==> src/rtl/mips_mc_pkg.sv <==
// Shared encodings for the multi-cycle MIPS control FSM.
// States, opcodes, mux-select codes and the control-word bundle.
package mips_mc_pkg;

  typedef enum logic [3:0] {
    S_FETCH     = 4'd0,
    S_DECODE    = 4'd1,
    S_MEM_ADDR  = 4'd2,
    S_MEM_READ  = 4'd3,
    S_MEM_WB    = 4'd4,
    S_MEM_WRITE = 4'd5,
    S_EXECUTE   = 4'd6,
    S_R_WB      = 4'd7,
    S_BRANCH    = 4'd8,
    S_JUMP      = 4'd9,
    S_ADDI_EX   = 4'd10,
    S_ADDI_WB   = 4'd11,
    S_HALT      = 4'd12
  } state_t;

  localparam logic [5:0] OP_R    = 6'b000000;
  localparam logic [5:0] OP_LW   = 6'b100011;
  localparam logic [5:0] OP_SW   = 6'b101011;
  localparam logic [5:0] OP_BEQ  = 6'b000100;
  localparam logic [5:0] OP_J    = 6'b000010;
  localparam logic [5:0] OP_ADDI = 6'b001000;

  localparam logic [1:0] ALUOP_ADD   = 2'b00;
  localparam logic [1:0] ALUOP_SUB   = 2'b01;
  localparam logic [1:0] ALUOP_FUNCT = 2'b10;

  localparam logic [1:0] SRCB_REG  = 2'b00;
  localparam logic [1:0] SRCB_FOUR = 2'b01;
  localparam logic [1:0] SRCB_IMM  = 2'b10;
  localparam logic [1:0] SRCB_BR   = 2'b11;

  localparam logic [1:0] PCSRC_ALU = 2'b00;
  localparam logic [1:0] PCSRC_OUT = 2'b01;
  localparam logic [1:0] PCSRC_JMP = 2'b10;

  typedef struct packed {
    logic       pc_write;
    logic       pc_write_cond;
    logic       iord;
    logic       mem_read;
    logic       mem_write;
    logic       ir_write;
    logic       mem_to_reg;
    logic       reg_dst;
    logic       reg_write;
    logic       alu_src_a;
    logic [1:0] alu_src_b;
    logic [1:0] alu_op;
    logic [1:0] pc_source;
  } ctrl_t;

  function automatic logic is_wait_state(state_t s);
    return (s == S_FETCH) || (s == S_MEM_READ) ||
           (s == S_MEM_WRITE);
  endfunction

endpackage

==> src/rtl/mc_wait_timer.sv <==
// Saturating 8-bit count of consecutive memory-wait cycles.
// expired flags the cycle on which the wait reaches LIMIT.
module mc_wait_timer #(
  parameter int unsigned LIMIT = 255
) (
  input  logic clk,
  input  logic rst,
  input  logic clear,
  input  logic enable,
  output logic expired
);

  localparam logic [7:0] LIM_M1 = 8'(LIMIT - 1);

  logic [7:0] cnt;

  always_ff @(posedge clk) begin
    if (rst || clear) begin
      cnt <= 8'd0;
    end else if (enable && cnt != 8'hFF) begin
      cnt <= cnt + 8'd1;
    end
  end

  // cnt holds completed waits; this cycle would be wait number cnt+1
  assign expired = enable && (cnt >= LIM_M1);

endmodule

==> src/rtl/multicycle_control.sv <==
// Multi-cycle MIPS sequencing FSM: state register, next-state,
// control-word decode, memory wait timeout and retire counter.
module multicycle_control
  import mips_mc_pkg::*;
#(
  parameter int unsigned TIMEOUT = 255,
  parameter int unsigned CNT_W   = 32
) (
  input  logic             CLK,
  input  logic             RESET,
  input  logic [5:0]       opcode,
  input  logic             Mem_ready,
  output logic             PCWrite,
  output logic             PCWriteCond,
  output logic             IorD,
  output logic             MemRead,
  output logic             MemWrite,
  output logic             IRWrite,
  output logic             MemtoReg,
  output logic             RegDst,
  output logic             RegWrite,
  output logic             ALUSrcA,
  output logic [1:0]       ALUSrcB,
  output logic [1:0]       ALUOp,
  output logic [1:0]       PCSource,
  output logic [3:0]       State,
  output logic             Halted,
  output logic             Illegal_op,
  output logic             Mem_timeout,
  output logic [CNT_W-1:0] Retired_count
);

  state_t           state_q, state_d;
  ctrl_t            ctrl;
  logic             tmr_en, tmr_clr, tmr_exp;
  logic             set_ill, set_tmo, retire;
  logic             ill_q, tmo_q;
  logic [CNT_W-1:0] cnt_q;

  assign tmr_en  = is_wait_state(state_q) && !Mem_ready;
  assign tmr_clr = !tmr_en || tmr_exp;

  mc_wait_timer #(.LIMIT(TIMEOUT)) u_timer (
    .clk     (CLK),
    .rst     (RESET),
    .clear   (tmr_clr),
    .enable  (tmr_en),
    .expired (tmr_exp)
  );

  always_comb begin
    state_d = state_q;
    set_ill = 1'b0;
    set_tmo = 1'b0;
    case (state_q)
      S_FETCH, S_MEM_READ, S_MEM_WRITE: begin
        if (Mem_ready) begin
          unique case (1'b1)
            state_q == S_FETCH:    state_d = S_DECODE;
            state_q == S_MEM_READ: state_d = S_MEM_WB;
            default:               state_d = S_FETCH;
          endcase
        end else if (tmr_exp) begin
          state_d = S_HALT;
          set_tmo = 1'b1;
        end
      end
      S_DECODE: begin
        case (opcode)
          OP_LW, OP_SW: state_d = S_MEM_ADDR;
          OP_R:         state_d = S_EXECUTE;
          OP_BEQ:       state_d = S_BRANCH;
          OP_J:         state_d = S_JUMP;
          OP_ADDI:      state_d = S_ADDI_EX;
          default: begin
            state_d = S_HALT;
            set_ill = 1'b1;
          end
        endcase
      end
      S_MEM_ADDR:
        state_d = (opcode == OP_SW) ? S_MEM_WRITE : S_MEM_READ;
      S_MEM_WB:  state_d = S_FETCH;
      S_EXECUTE: state_d = S_R_WB;
      S_R_WB:    state_d = S_FETCH;
      S_BRANCH:  state_d = S_FETCH;
      S_JUMP:    state_d = S_FETCH;
      S_ADDI_EX: state_d = S_ADDI_WB;
      S_ADDI_WB: state_d = S_FETCH;
      S_HALT:    state_d = S_HALT;
      default:   state_d = S_HALT;
    endcase
  end

  // FETCH is only ever re-entered from a completing final step
  assign retire = (state_d == S_FETCH) && (state_q != S_FETCH);

  always_comb begin
    ctrl = '0;
    case (state_q)
      S_FETCH: begin
        ctrl.mem_read  = 1'b1;
        ctrl.alu_src_b = SRCB_FOUR;
        ctrl.ir_write  = Mem_ready;
        ctrl.pc_write  = Mem_ready;
      end
      S_DECODE: ctrl.alu_src_b = SRCB_BR;
      S_MEM_ADDR, S_ADDI_EX: begin
        ctrl.alu_src_a = 1'b1;
        ctrl.alu_src_b = SRCB_IMM;
      end
      S_MEM_READ: begin
        ctrl.mem_read = 1'b1;
        ctrl.iord     = 1'b1;
      end
      S_MEM_WB: begin
        ctrl.reg_write  = 1'b1;
        ctrl.mem_to_reg = 1'b1;
      end
      S_MEM_WRITE: begin
        ctrl.mem_write = 1'b1;
        ctrl.iord      = 1'b1;
      end
      S_EXECUTE: begin
        ctrl.alu_src_a = 1'b1;
        ctrl.alu_op    = ALUOP_FUNCT;
      end
      S_R_WB: begin
        ctrl.reg_dst   = 1'b1;
        ctrl.reg_write = 1'b1;
      end
      S_BRANCH: begin
        ctrl.alu_src_a     = 1'b1;
        ctrl.alu_op        = ALUOP_SUB;
        ctrl.pc_write_cond = 1'b1;
        ctrl.pc_source     = PCSRC_OUT;
      end
      S_JUMP: begin
        ctrl.pc_write  = 1'b1;
        ctrl.pc_source = PCSRC_JMP;
      end
      S_ADDI_WB: ctrl.reg_write = 1'b1;
      default:   ctrl = '0;
    endcase
    if (RESET) ctrl = '0;
  end

  always_ff @(posedge CLK) begin
    if (RESET) begin
      state_q <= S_FETCH;
      cnt_q   <= '0;
      ill_q   <= 1'b0;
      tmo_q   <= 1'b0;
    end else begin
      state_q <= state_d;
      if (retire)  cnt_q <= cnt_q + CNT_W'(1);
      if (set_ill) ill_q <= 1'b1;
      if (set_tmo) tmo_q <= 1'b1;
    end
  end

  assign PCWrite       = ctrl.pc_write;
  assign PCWriteCond   = ctrl.pc_write_cond;
  assign IorD          = ctrl.iord;
  assign MemRead       = ctrl.mem_read;
  assign MemWrite      = ctrl.mem_write;
  assign IRWrite       = ctrl.ir_write;
  assign MemtoReg      = ctrl.mem_to_reg;
  assign RegDst        = ctrl.reg_dst;
  assign RegWrite      = ctrl.reg_write;
  assign ALUSrcA       = ctrl.alu_src_a;
  assign ALUSrcB       = ctrl.alu_src_b;
  assign ALUOp         = ctrl.alu_op;
  assign PCSource      = ctrl.pc_source;
  assign State         = state_q;
  assign Halted        = (state_q == S_HALT);
  assign Illegal_op    = ill_q;
  assign Mem_timeout   = tmo_q;
  assign Retired_count = cnt_q;

endmodule
==> config.mk <==
export PLATFORM = sky130hd
export DESIGN_NAME = multicycle_control
export DESIGN_NICKNAME = d
export VERILOG_FILES = /design/src/rtl/mips_mc_pkg.sv /design/src/rtl/mc_wait_timer.sv /design/src/rtl/multicycle_control.sv
export SDC_FILE = /design/constraint.sdc
export NUM_CORES = 1
export LEC_CHECK = 0
export ABC_AREA = 1
export CAP_MARGIN = 10
export CORE_MARGIN = 2
export CORE_UTILIZATION = 50
export DETAILED_ROUTE_END_ITERATION = 16
export DONT_BUFFER_PORTS = 1
export PLACE_DENSITY = 0.68
export SETUP_SLACK_MARGIN = 0.05
export SYNTH_ARGS = -nofsm -noshare
export SYNTH_HDL_FRONTEND = slang
export SYNTH_SLANG_ARGS = --single-unit
==> constraint.sdc <==
create_clock -name CLK -period 1.76 [get_ports CLK]
set_input_delay 0.44 -clock CLK [delete_from_list [all_inputs] [get_ports CLK]]
set_output_delay 0.44 -clock CLK [all_outputs]
set_load 0.01 [all_outputs]
==> metrics.txt <==
# TYPE chip_impl_metric gauge
chip_impl_metric{name="drt_first_pass_iters",unit=""} 5
chip_impl_metric{name="synth.top_cell.area_share",unit=""} 0.298
chip_impl_metric{name="final.setup.worst_slack",unit="ns"} -0.266
chip_impl_info{name="hold_path_class",value="in -> reg"} 1
chip_impl_metric{name="ctsHtreeMaxLevel",unit=""} 2
chip_impl_metric{name="finClkSkew",unit="ns"} 0.0103
chip_impl_metric{name="placed_cells_incl_taps",unit=""} 657
chip_impl_metric{name="insertion_delay",unit="ns"} 0.32
chip_impl_metric{name="boundaryPins",unit=""} 64
chip_impl_info{name="synth_ff_type",value="dfxtp_1"} 1
chip_impl_metric{name="synthCells",unit=""} 509
chip_impl_metric{name="syn_area",unit="sq mm"} 0.00309
chip_impl_metric{name="num-nets-final",unit=""} 640
chip_impl_metric{name="groute.layer.met2.usage",unit=""} 0.530
chip_impl_metric{name="postSynthAreaPerCell",unit="sq um"} 6.06
chip_impl_metric{name="dieHeight",unit="microns"} 82.6
chip_impl_metric{name="timing.critical_path.arrival",unit="ns"} 2.28
chip_impl_metric{name="timing_worst_slew_pin_value",unit="ns"} 0.349
chip_impl_metric{name="post-route-period-util",unit=""} 1.15
chip_impl_metric{name="port_buffers",unit=""} 0
chip_impl_info{name="synth_top_cells_by_count",value="nand2_1, nor2_1, inv_1, dfxtp_1, nand3_1"} 1
chip_impl_info{name="synth_top_area_cell",value="dfxtp_1"} 1
chip_impl_metric{name="buffer_depth_of_the_longest_clock_path",unit=""} 2
chip_impl_info{name="synthMostInstantiatedCell",value="nand2_1"} 1
chip_impl_metric{name="post_cts_hold_buffer_count",unit=""} 0
chip_impl_metric{name="grt.met1_usage",unit=""} 0.323
chip_impl_metric{name="grt_start_max_net_pins",unit=""} 52
chip_impl_metric{name="final_design_area_no_fill",unit="sq mm"} 0.00507
chip_impl_metric{name="synthesized_nets",unit=""} 521
chip_impl_metric{name="total_count_of_max_transition_violations_in_the_final_report",unit=""} 0
chip_impl_metric{name="grt_use_met3",unit=""} 0.0543
chip_impl_metric{name="post_synth_and_or_nand_nor_area_fraction",unit=""} 0.451
chip_impl_metric{name="cp_slowest_stage_delay",unit="ns"} 0.43
chip_impl_metric{name="yosysUniqueCellTypes",unit=""} 31
chip_impl_metric{name="floorplan.core_area",unit="sq mm"} 0.00596
chip_impl_info{name="result_of_the_run",value="finished with violations"} 1
chip_impl_metric{name="irDropWorstVdd",unit="mV"} 0.585
chip_impl_metric{name="number_of_enable_flip_flop_cells_after_synthesis",unit=""} 0
chip_impl_metric{name="hold_violations",unit=""} 0
chip_impl_metric{name="setup_violations",unit=""} 50
chip_impl_metric{name="placed_cell_area",unit="sq mm"} 0.00386
chip_impl_metric{name="detail-route-antenna-nets",unit=""} 0
chip_impl_metric{name="asyncSetResetFlopFracSynth",unit=""} 0
chip_impl_metric{name="synth_warnings",unit=""} 0
chip_impl_metric{name="clkSlewWorstSetupHoldPaths",unit="ns"} 0.10
chip_impl_metric{name="synth-compound-area-share",unit=""} 0.0775
chip_impl_info{name="synth_top_family_by_area",value="simple AND/OR/NAND/NOR gates"} 1
chip_impl_metric{name="cellPowerDensity",unit="mW/mm^2"} 739
chip_impl_metric{name="gp_congestion",unit=""} 0.894
chip_impl_info{name="rsz_0062_raised_after_global_routing",value="yes"} 1
chip_impl_metric{name="yosysSeqAreaShare",unit=""} 0.298
chip_impl_metric{name="worst-path-max-fanout",unit=""} 6
chip_impl_metric{name="drc",unit=""} 0
chip_impl_info{name="crit_type",value="reg -> reg"} 1
chip_impl_metric{name="muxShareOfSynthArea",unit=""} 0
chip_impl_metric{name="hpwl",unit="microns"} 6170
chip_impl_metric{name="p_leak",unit="nW"} 2.20
chip_impl_metric{name="num_vias",unit=""} 4085
chip_impl_metric{name="grt_antenna_before_repair",unit=""} 0
chip_impl_metric{name="tritoncts.num_buffers",unit=""} 5
chip_impl_metric{name="timing.setup.tns",unit="ns"} -7.67
chip_impl_metric{name="areaGrowthSynthToFinish",unit="%"} 64.3
chip_impl_metric{name="placementRows",unit=""} 28
chip_impl_metric{name="wire_per_inst",unit="microns"} 17.5
chip_impl_metric{name="start_util",unit=""} 0.518
chip_impl_metric{name="maxCapViolCount",unit=""} 0
chip_impl_info{name="tritoncts",value="yes"} 1
chip_impl_metric{name="grt_first_pass_wirelength",unit="microns"} 15600
chip_impl_metric{name="grt_pass1_vias",unit=""} 3596
chip_impl_info{name="critical_path.endpoint_type",value="flop"} 1
chip_impl_info{name="clock_tree.root_cell",value="clkbuf_8"} 1
chip_impl_metric{name="die_width",unit="microns"} 82.6
chip_impl_metric{name="max_clock_freq",unit="MHz"} 494
chip_impl_metric{name="yosys.area_share.adder",unit=""} 0.0122
chip_impl_info{name="startpoint_type",value="flop"} 1
chip_impl_metric{name="grt.overflow.total",unit=""} 0
chip_impl_info{name="cp_cell_sequence",value="inv_4, nor2_4, nand2_4, nand3_4, nand4_1, nand3_2, nor2_4, buf_6, buf_12, buf_16, nand4_1, nand2_1, nor2_1"} 1
chip_impl_metric{name="post_layout_min_period",unit="ns"} 2.03
chip_impl_metric{name="n_fill_cell",unit=""} 339
chip_impl_metric{name="final_cell_count_without_fillers",unit=""} 704
chip_impl_metric{name="proportion_of_layout_cells_with_a_drive_suffix_above_1",unit=""} 0.415
chip_impl_metric{name="die_area",unit="sq mm"} 0.00682
chip_impl_metric{name="max-slew-margin-rel",unit=""} 0.767
chip_impl_info{name="failed_checks",value="negative setup slack"} 1
chip_impl_metric{name="yosys.area_share.xor_xnor",unit=""} 0.0341
chip_impl_metric{name="synth-seq-cells",unit=""} 46
chip_impl_info{name="cpMaxStageDelayCell",value="dfxtp_4"} 1
chip_impl_metric{name="finalWirelength",unit="microns"} 12300
chip_impl_info{name="globalRoute.busiestLayer",value="met2"} 1
chip_impl_metric{name="numClockSinks",unit=""} 46
chip_impl_metric{name="global_route.usage.total",unit=""} 0.291
chip_impl_metric{name="data_required_time_at_the_worst_endpoint",unit="ns"} 2.01
chip_impl_metric{name="drt_first_iter_violations",unit=""} 355
chip_impl_info{name="post_synth_main_area_contributors",value="dfxtp_1, nand2_1, nor2_1"} 1
chip_impl_metric{name="antennaDiodeCount",unit=""} 0
chip_impl_metric{name="detail_route.vias_per_cell",unit=""} 5.80
## final cells by class
type                       count  area (sq um)  area share
clock buffer                   6          82.6      0.0163
clock inverter                 2          60.1      0.0118
multi-input combinational    369          2300       0.454
tap                           75          93.8      0.0185
sequential                    46           946       0.187
inverter                      76           307      0.0605
timing repair buffer         130          1280       0.252
## power breakdown
| group | internal [mW] | total, mW | leakage [nW] | switching [mW] |
|---|---|---|---|---|
| clock | 0.606 | 1.02 | 0.0714 | 0.409 |
| sequential | 1.06 | 1.10 | 0.377 | 0.0375 |
| combinational | 0.832 | 1.63 | 1.75 | 0.800 |
## metal layers
metal	part of all wire	wire [microns]	vias to the layer above
li1	-	-	1881
met1	0.35	4300	1864
met2	0.52	6360	259
met3	0.076	935	81
met4	0.057	699	0
met5	0	0	-
## per-stage QoR
stage,util,setup slack (ns),total power [mW],hold WS [ns]
floorplan,-,0.00252,1.63,0.452
global placement,0.647,-0.142,1.92,0.477
detailed placement,0.647,-0.175,1.94,0.485
CTS,0.760,-0.0737,3.32,0.180
global route,0.851,-0.315,3.84,0.161
finish,0.851,-0.266,3.75,0.177
## logic make-up (layout without fill, tap and decap cells)
| family | Yosys count | in the layout |
|---|---|---|
| simple gates | 313 | 313 |
| buf+inv | 94 | 214 |
| flops | 46 | 46 |
| compound gates | 41 | 41 |
| xor+xnor | 12 | 12 |
| fa+ha+maj | 3 | 3 |
## state kept, by name (all words and copies together), names as in the netlist
register       cells
Retired_count     32
u_timer.cnt        8
State              4
Illegal_op         1
Mem_timeout        1
## repair_timing
action                     CTS  global route
resized for setup           81            83
setup endpoints to repair   52            55
pin swaps                   40            49
buffers inserted            16            15
gates cloned                 4             5
## worst paths after layout
| kind | from | endpoint | slack, ns | depth (start not counted) |
|---|---|---|---|---|
| min reg2reg | Mem_timeout | Mem_timeout | 0.50 | 2 |
| min | RESET | Retired_count[5] | 0.18 | 1 |
| max reg2reg | State[0] | Retired_count[29] | -0.27 | 13 |
| max | State[0] | Retired_count[29] | -0.27 | 13 |
## layout by cell type, fill, tap and decap left out, drive strengths merged
master    n
o21ai     3
o2111a    1
nor3     13
o21a      1
a21oi    27
a211oi    1
ha        3
dfxtp    46
bufinv    2
a31oi     1
clkinv    2
nand2   129
inv      74
xor2     10
xnor2     2
nand4    36
buf     126
nor4      2
clkbuf   10
o21bai    7
nand3    41
nor2     92
## critical path, delay by kind of cell, from the launching register on
family                 cells  cell delay, ns
DFF                        1            0.43
buffers and inverters      4            0.46
and+or+nand+nor            9            1.06
(Power assumes the default switching activity.)
